--- src/rtl/sr_latch_driver_pkg.sv ---
// Shared types and constants for the SR latch driver.
package sr_latch_driver_pkg;

  typedef enum logic [1:0] {
    IDLE      = 2'd0,
    SET_PULSE = 2'd1,
    RST_PULSE = 2'd2,
    GAP       = 2'd3
  } state_e;

  localparam int CONFLICT_W = 8;

  // Bits needed to hold values 0..n; never narrower than one bit.
  function automatic int cnt_w(input int n);
    return (n < 1) ? 1 : $clog2(n + 1);
  endfunction

endpackage

--- src/rtl/sr_debounce.sv ---
// One request channel: 2-flop synchroniser, debounce counter, registered
// rising-edge pulse of the debounced level.
module sr_debounce
  import sr_latch_driver_pkg::*;
#(
  parameter int DEBOUNCE_CYCLES = 4
) (
  input  logic clk,
  input  logic rst,
  input  logic raw_i,
  output logic rise_o
);

  localparam int CW = cnt_w(DEBOUNCE_CYCLES);
  localparam logic [CW-1:0] CNT_LAST = CW'(DEBOUNCE_CYCLES - 1);

  logic          sync1_q, sync2_q;
  logic          stable_q, stable_d;
  logic          rise_q, rise_d;
  logic [CW-1:0] cnt_q, cnt_d;

  // The flip happens on the sample that would bring the count to DEBOUNCE_CYCLES.
  always_comb begin
    stable_d = stable_q;
    cnt_d    = '0;
    rise_d   = 1'b0;
    if (sync2_q != stable_q) begin
      if (cnt_q == CNT_LAST) begin
        stable_d = sync2_q;
        rise_d   = sync2_q;
      end else begin
        cnt_d = cnt_q + 1'b1;
      end
    end
  end

  always_ff @(posedge clk or posedge rst) begin
    if (rst) begin
      sync1_q  <= 1'b0;
      sync2_q  <= 1'b0;
      stable_q <= 1'b0;
      rise_q   <= 1'b0;
      cnt_q    <= '0;
    end else begin
      sync1_q  <= raw_i;
      sync2_q  <= sync1_q;
      stable_q <= stable_d;
      rise_q   <= rise_d;
      cnt_q    <= cnt_d;
    end
  end

  assign rise_o = rise_q;

endmodule

--- src/rtl/sr_latch_driver.sv ---
// Debounced set/reset requests to clean active-low S/R pulses for a NAND latch.
// Optional conflict counter enabled by SR_LATCH_DRIVER_CONFLICT_CNT_EN.
module sr_latch_driver
  import sr_latch_driver_pkg::*;
#(
  parameter int DEBOUNCE_CYCLES = 4,
  parameter int PULSE_CYCLES    = 2
) (
  input  logic clk,
  input  logic rst,
  input  logic set_req,
  input  logic reset_req,
  output logic S,
  output logic R,
  output logic busy
`ifdef SR_LATCH_DRIVER_CONFLICT_CNT_EN
  ,
  output logic [CONFLICT_W-1:0] conflict_cnt
`endif
);

  localparam int PW = cnt_w(PULSE_CYCLES);
  localparam logic [PW-1:0] PCNT_LOAD = PW'(PULSE_CYCLES - 1);

  logic set_rise, rst_rise;
  logic set_edge, set_want, rst_want;
  logic set_pend_q, set_pend_d, rst_pend_q, rst_pend_d;
  logic s_q, s_d, r_q, r_d, busy_q, busy_d;
  logic [PW-1:0] pcnt_q, pcnt_d;
  state_e state_q, state_d;

  sr_debounce #(.DEBOUNCE_CYCLES(DEBOUNCE_CYCLES)) u_db_set (
    .clk(clk), .rst(rst), .raw_i(set_req), .rise_o(set_rise)
  );

  sr_debounce #(.DEBOUNCE_CYCLES(DEBOUNCE_CYCLES)) u_db_rst (
    .clk(clk), .rst(rst), .raw_i(reset_req), .rise_o(rst_rise)
  );

  // Reset wins a same-cycle conflict: the set edge is discarded outright.
  assign set_edge = set_rise & ~rst_rise;
  assign set_want = set_pend_q | set_edge;
  assign rst_want = rst_pend_q | rst_rise;

  always_comb begin
    state_d    = state_q;
    pcnt_d     = pcnt_q;
    set_pend_d = set_want;
    rst_pend_d = rst_want;
    case (state_q)
      IDLE: begin
        if (rst_want) begin
          state_d    = RST_PULSE;
          pcnt_d     = PCNT_LOAD;
          rst_pend_d = 1'b0;
        end else if (set_want) begin
          state_d    = SET_PULSE;
          pcnt_d     = PCNT_LOAD;
          set_pend_d = 1'b0;
        end
      end
      SET_PULSE, RST_PULSE: begin
        if (pcnt_q == '0) state_d = GAP;
        else              pcnt_d  = pcnt_q - 1'b1;
      end
      GAP:     state_d = IDLE;
      default: state_d = IDLE;
    endcase
    s_d    = (state_d != SET_PULSE);
    r_d    = (state_d != RST_PULSE);
    busy_d = (state_d != IDLE);
  end

  always_ff @(posedge clk or posedge rst) begin
    if (rst) begin
      state_q    <= IDLE;
      pcnt_q     <= '0;
      set_pend_q <= 1'b0;
      rst_pend_q <= 1'b0;
      s_q        <= 1'b1;
      r_q        <= 1'b1;
      busy_q     <= 1'b0;
    end else begin
      state_q    <= state_d;
      pcnt_q     <= pcnt_d;
      set_pend_q <= set_pend_d;
      rst_pend_q <= rst_pend_d;
      s_q        <= s_d;
      r_q        <= r_d;
      busy_q     <= busy_d;
    end
  end

  assign S    = s_q;
  assign R    = r_q;
  assign busy = busy_q;

`ifdef SR_LATCH_DRIVER_CONFLICT_CNT_EN
  logic [CONFLICT_W-1:0] ccnt_q, ccnt_d;

  always_comb begin
    ccnt_d = ccnt_q;
    if (set_rise && rst_rise && (ccnt_q != '1)) ccnt_d = ccnt_q + 1'b1;
  end

  always_ff @(posedge clk or posedge rst) begin
    if (rst) ccnt_q <= '0;
    else     ccnt_q <= ccnt_d;
  end

  assign conflict_cnt = ccnt_q;
`endif

endmodule

--- config.mk ---
export PLATFORM = sky130hd
export DESIGN_NAME = sr_latch_driver
export DESIGN_NICKNAME = d
export VERILOG_FILES = /design/src/rtl/sr_latch_driver_pkg.sv /design/src/rtl/sr_debounce.sv /design/src/rtl/sr_latch_driver.sv
export SDC_FILE = /design/constraint.sdc
export NUM_CORES = 1
export LEC_CHECK = 0
export BUFFER_PORTS_ARGS = -buffer_cell sky130_fd_sc_hd__clkbuf_2
export CORE_UTILIZATION = 50
export CTS_CLUSTER_DIAMETER = 100
export DETAILED_ROUTE_END_ITERATION = 12
export PLACE_DENSITY = 0.68
export RECOVER_POWER = 25
export SLEW_MARGIN = 10
export SYNTH_ARGS = -nofsm -noshare
export SYNTH_HDL_FRONTEND = slang
export SYNTH_HIERARCHICAL = 1
export SYNTH_SLANG_ARGS = --single-unit
--- constraint.sdc ---
create_clock -name clk -period 2.07 [get_ports clk]
set_input_delay 0.207 -clock clk [delete_from_list [all_inputs] [get_ports clk]]
set_output_delay 0.207 -clock clk [all_outputs]
set_load 0.005 [all_outputs]
# Word level (Yosys, flattened, before mapping)
# Cells that the tools add are included.
totals:
  regBits: 23
  input_bits: 4
  out_inout_bits: 3
  wordCells: 62
op_classes:
  add_sub_neg: 3
  n_eq_ne: 11
  n_mux: 19
  n_bitwise: 4
  reduce_logical: 8
ops:
  columns: ["operator", "n"]
  rows:
  - ["two-way mux 2 bit", 6]
  - ["two-way mux 3 bit", 4]
  - ["two-way mux 1 bit", 7]
  - ["adder 3 x 1 -> 3 bit (second input constant)", 2]
  - ["equality test 3 x 2 -> 1 bit (second input constant)", 2]
  - ["one-hot mux 2 bit (3 select lines)", 1]
  - ["equality test 2 bit (second input constant)", 2]
  - ["zero test 2 bit", 2]
  - ["!= test 2 bit (second input constant)", 2]
  - ["one-hot mux 2 bit (2 select lines)", 1]
  - ["AND reduction 2 bit", 2]
  - ["nonzero test 2 bit", 2]
  - ["!= test 3 bit (second input constant)", 1]
  - ["AND reduction 3 bit", 1]
  - ["equality test 2 x 1 -> 1 bit (second input constant)", 1]
  - ["!= test 1 bit", 2]
  - ["!= test 2 x 1 -> 1 bit (second input constant)", 1]
  - ["OR 1 bit", 2]
  - ["OR reduction 2 bit", 1]
  - ["subtractor 2 x 1 -> 2 bit (second input constant)", 1]
  - ["AND 1 bit", 1]
  - ["inverter 1 bit", 1]

# Depth between registers and ports, before layout
logic_depth:
  word_depth: 7
  depth_mapped: 6
  ltp_nobuf: 5

# Hierarchy
# Netlist, hierarchy kept.
by_module_without_submodules:
  columns: ["module", "n_inst", "cells_each", "area_per_inst_um2", "seq_area_each_um2"]
  rows:
  - ["sr_debounce", 2, 16, 260.2, 175.2]
  - ["sr_latch_driver", 1, 46, 456.7, 227.7]

# Least setup slack after synthesis
# No wires, ideal clock.
synth_path:
  path_kind: "register to register"
  startpoint: "reg state_q[0]"
  endpoint: "reg pcnt_q[0]"
  setup_time_ns: 0.123
  arrival_time_ns: 1.668
  required_ns: 1.947
  path_slack_ns: 0.279
  stages_incl_launch_ff: 7
  n_path_buf: 1
  synth_period_minus_slack_ns: 1.791
  cell_sequence: "dfrtp_1 > inv_1 > ha_1 > or3b_1 > buf_2 > o32a_1 > o221a_1"
synth_via:
  elab_chain_len: 4
  elab_cells_between_ends: 9
  cone_classes: "4 x eq/ne; 1 x mux; 4 x reduce/logical"
synth_lines:
  columns: ["item", "line", "source"]
  rows:
  - ["from (decl)", "sr_latch_driver.sv:30", "state_e state_q, state_d;"]
  - ["from (signal assigned)", "sr_latch_driver.sv:84", "state_q <= state_d;"]
  - ["equality test 2 x 1 -> 1 bit / equality test 2 bit (equally long branches)", "sr_latch_driver.sv:50", "case (state_q)"]
  - ["OR reduction 2 bit", "sr_latch_driver.sv:50", null]
  - ["!= test 2 bit (no source line) / nonzero test 2 bit (equally long branches)", null, null]
  - ["AND reduction 3 bit (no source line)", null, null]
  - ["to (signal assigned)", "sr_latch_driver.sv:85", "pcnt_q <= pcnt_d;"]
  - ["to (decl)", "sr_latch_driver.sv:29", "logic [PW-1:0] pcnt_q, pcnt_d;"]
# Parallel ways exist; a longest one is shown, timed or not.
# A chain may end at the register's enable or synchronous reset.

# Final worst setup path
# Same ends and word-level chain as after synthesis.

==> flow_summary.ini <==
[logic_synthesis]
yosysSeqAreaShare_pct = 59.15
ys_warn_count = 6
synth_seq_cells = 23
syn_inst = 78
synth.distinct_cells = 28
syn_area_sq_um = 977.2
syn_avg_cell_area_sq_um = 12.53
syn-num-nets = 86

[global_routing]
grt_pass1_vias = 584
grtUsageMet1_pct = 20.16
busiest_layer = met2
track_usage_pct = 17.14
overflow = 0
grt_max_degree = 14
antenna_found_initial = 0
use_met2_pct = 26.76
grt_pass1_wl_mm = 2.415
met3_usage_pct = 4.706

[cts]
ctsHtreeMaxLevel = 1
clk_latency_ns = 0.32
cts_tree = done
clock_path_buffers = 2
clkSinkCount = 23
clockRootBuffer = clkbuf_4
ctsResizeCount = 0
clk_pin_slew_ns = 0.13
cts-buffers-inserted = 3

[sta]
drv_slew = 0
finalCritPeriodShare_pct = 92.46
fin_ws_ns = 0.1561
fin_worst_skew_ns = 0.008587
whs_ns = 0.3526
max_slew_margin_pct = 66.58
hold_viol_final = 0
tightest_slew_ns = 0.4970
min_period_ns = 1.914
setup_viol = 0
setup_tns_ns = 0
rsz0062_at_grt = no
clock.fmax_ghz = 0.5225

[critical_path]
critPathKind = flop to flop
setup.worst_path.start_class = flop
critPathCaptureType = flop
cp.arrival_ns = 2.13
critPathMaxFanout = 6
required_ns = 2.28

[layout]
instances_no_fill = 115
multiInputGateArea_sq_um = 364.1
syn2layout_area_growth_pct = 11.52
nets = 99
seqCellArea_sq_um = 578.1
fill_cells = 143
drive_gt1_share_pct = 22.22
antenna_cells = 0

[route]
via_count = 611
drtAntennaViolNets = 0
drc_errors = 0
routedWlPerCell_um = 12.31
routed_wl_mm = 1.416
dr.pass1.iters = 4
via_per_inst = 5.313
detail_route.iter0.violations = 10

[die]
dieArea_sq_mm = 0.002135
die_w_um = 46.21
initial_utilization_pct = 54.81
rows = 15
io_pins = 7
die_h_um = 46.21
coreArea_sq_mm = 0.001783

[place]
pre_cts_ws_ns = 0.2043
gp_congestion = 0.9070
place_hpwl_mm = 1.080
port_buffers = 6
dp.cells = 108

[power_and_ir_drop]
powerDensity_mw_per_mm2 = 1296
p_leak_uw = 0.0005002
peakVddDrop_mv = 0.5650

[min_path]
min-delay-path-class = primary input to async pin

[status]
outcome = finished, final reports clean

[run]
maxCapViolations = 0
==> registers in the layout (all words and copies together) (netlist names), 2 cells and up <==
register and flops:
pcnt_q 2, state_q 2, u_db_rst/cnt_q 3, u_db_set/cnt_q 3
==> power by group <==
| group | leakage (uW) | internal, uW | switching [uW] |
|---|---|---|---|
| logic | 0.000192 | 269 | 292 |
| registers | 0.000291 | 574 | 66.3 |
| clock network | 0.0000177 | 72.4 | 139 |
==> cells in the mapped netlist <==
library cell	instances	area (sq um)
and3b_2	2	20.02
xnor2_1	2	17.52
nor3b_1	3	22.52
dfrtp_1	21	525.5
buf_2	1	5.000
o211ai_1	2	15.01
nor3b_2	2	25.02
ha_1	4	50.05
dfstp_2	2	52.55
or3b_1	1	8.760
nor2b_4	2	27.53
o21ai_0	1	5.000
nor2_1	5	18.77
a21oi_1	2	10.01
nand2b_1	1	6.260
o22ai_1	2	12.51
or2_2	1	6.260
o31ai_1	1	7.510
mux2_2	2	22.52
a21o_1	1	7.510
o32a_1	1	10.01
o221ai_1	1	8.760
o311ai_1	1	8.760
o221a_1	1	11.26
nand3_1	2	10.01
inv_1	8	30.03
nand3b_1	1	7.510
nor3_1	5	25.02
==> per-layer routing <==
layer	part of all wire [%]	routed length, um
met1	46	658
met2	50	709
met3	2.3	33
met4	1.1	15
met5	0	0
==> worst max-delay path, stage by stage, from the launching register on <==
cell and delay [ns]:
dfrtp_1 0.43, inv_1 0.08, ha_1 0.24, or3b_1 0.47
o32a_1 0.34, o221a_1 0.24
==> repair_timing <==
item | CTS | global route
hold buffers | 3 | 0
hold endpoints to repair | 23 | 0
buffers inserted | 0 | 0
==> final timing paths <==
check                      slack [ns]  depth (start not counted)                          to                       start
max                              0.16                          5       pcnt_q[0]$_DFFE_PP0P_        state_q[0]$_DFF_PP0_
min                              0.35                          3  u_db_set/sync2_q$_DFF_PP0_                         rst
max reg2reg                      0.16                          5       pcnt_q[0]$_DFFE_PP0P_        state_q[0]$_DFF_PP0_
min reg2reg                      0.36                          0  u_db_rst/sync2_q$_DFF_PP0_  u_db_rst/sync1_q$_DFF_PP0_
max in group asynchronous        1.39                          3                 R$_DFF_PP1_                         rst
min in group clk                 0.36                          0  u_db_rst/sync2_q$_DFF_PP0_  u_db_rst/sync1_q$_DFF_PP0_
==> stage by stage <==
stage	total power, uW	instance area (sq um)	util [%]
after detailed placement	1210	1033	57.96
after global routing	1524	1090	61.12
final	1413	1090	61.12
after CTS	1423	1091	61.19
after floorplan	1093	977.2	-
after global placement	1180	1033	57.96
==> cell families (layout without fill, tap and decap cells) <==
| group | after synthesis | count (layout) | synth area share, % |
|---|---|---|---|
| AOI/OAI and AO/OA | 13 | 13 | 9.859 |
| xor gates and xnor gates | 2 | 2 | 1.793 |
| adders and majority gates | 4 | 4 | 5.122 |
| buffers and inverters | 9 | 21 | 3.585 |
| DFF | 23 | 23 | 59.15 |
| muxes | 2 | 2 | 2.305 |
| and+or+nand+nor | 25 | 25 | 18.18 |
==> layout make-up <==
class | count | area share, %
clock buffers | 3 | 2.067
clock inverters | 1 | 0.4592
inverters | 8 | 2.755
multi-input cells | 46 | 33.41
flip-flops and latches | 23 | 53.04
well taps | 25 | 2.870
repair buffers | 9 | 5.396
==> layout by cell type, fill, tap and decap left out, types with 2 or more instances in the layout <==
cell type      count
a21oi_1            2
and3b_2            2
clkbuf_2           5
clkbuf_4           3
dfrtp_1           21
dfstp_2            2
dlygate4sd3_1      3
ha_1               4
inv_1              8
mux2_2             2
nand3_1            2
nor2_1             5
nor2b_4            2
nor3_1             5
nor3b_1            3
nor3b_2            2
o211ai_1           2
o22ai_1            2
xnor2_1            2
Note: power is estimated with default switching activity, not from simulation.
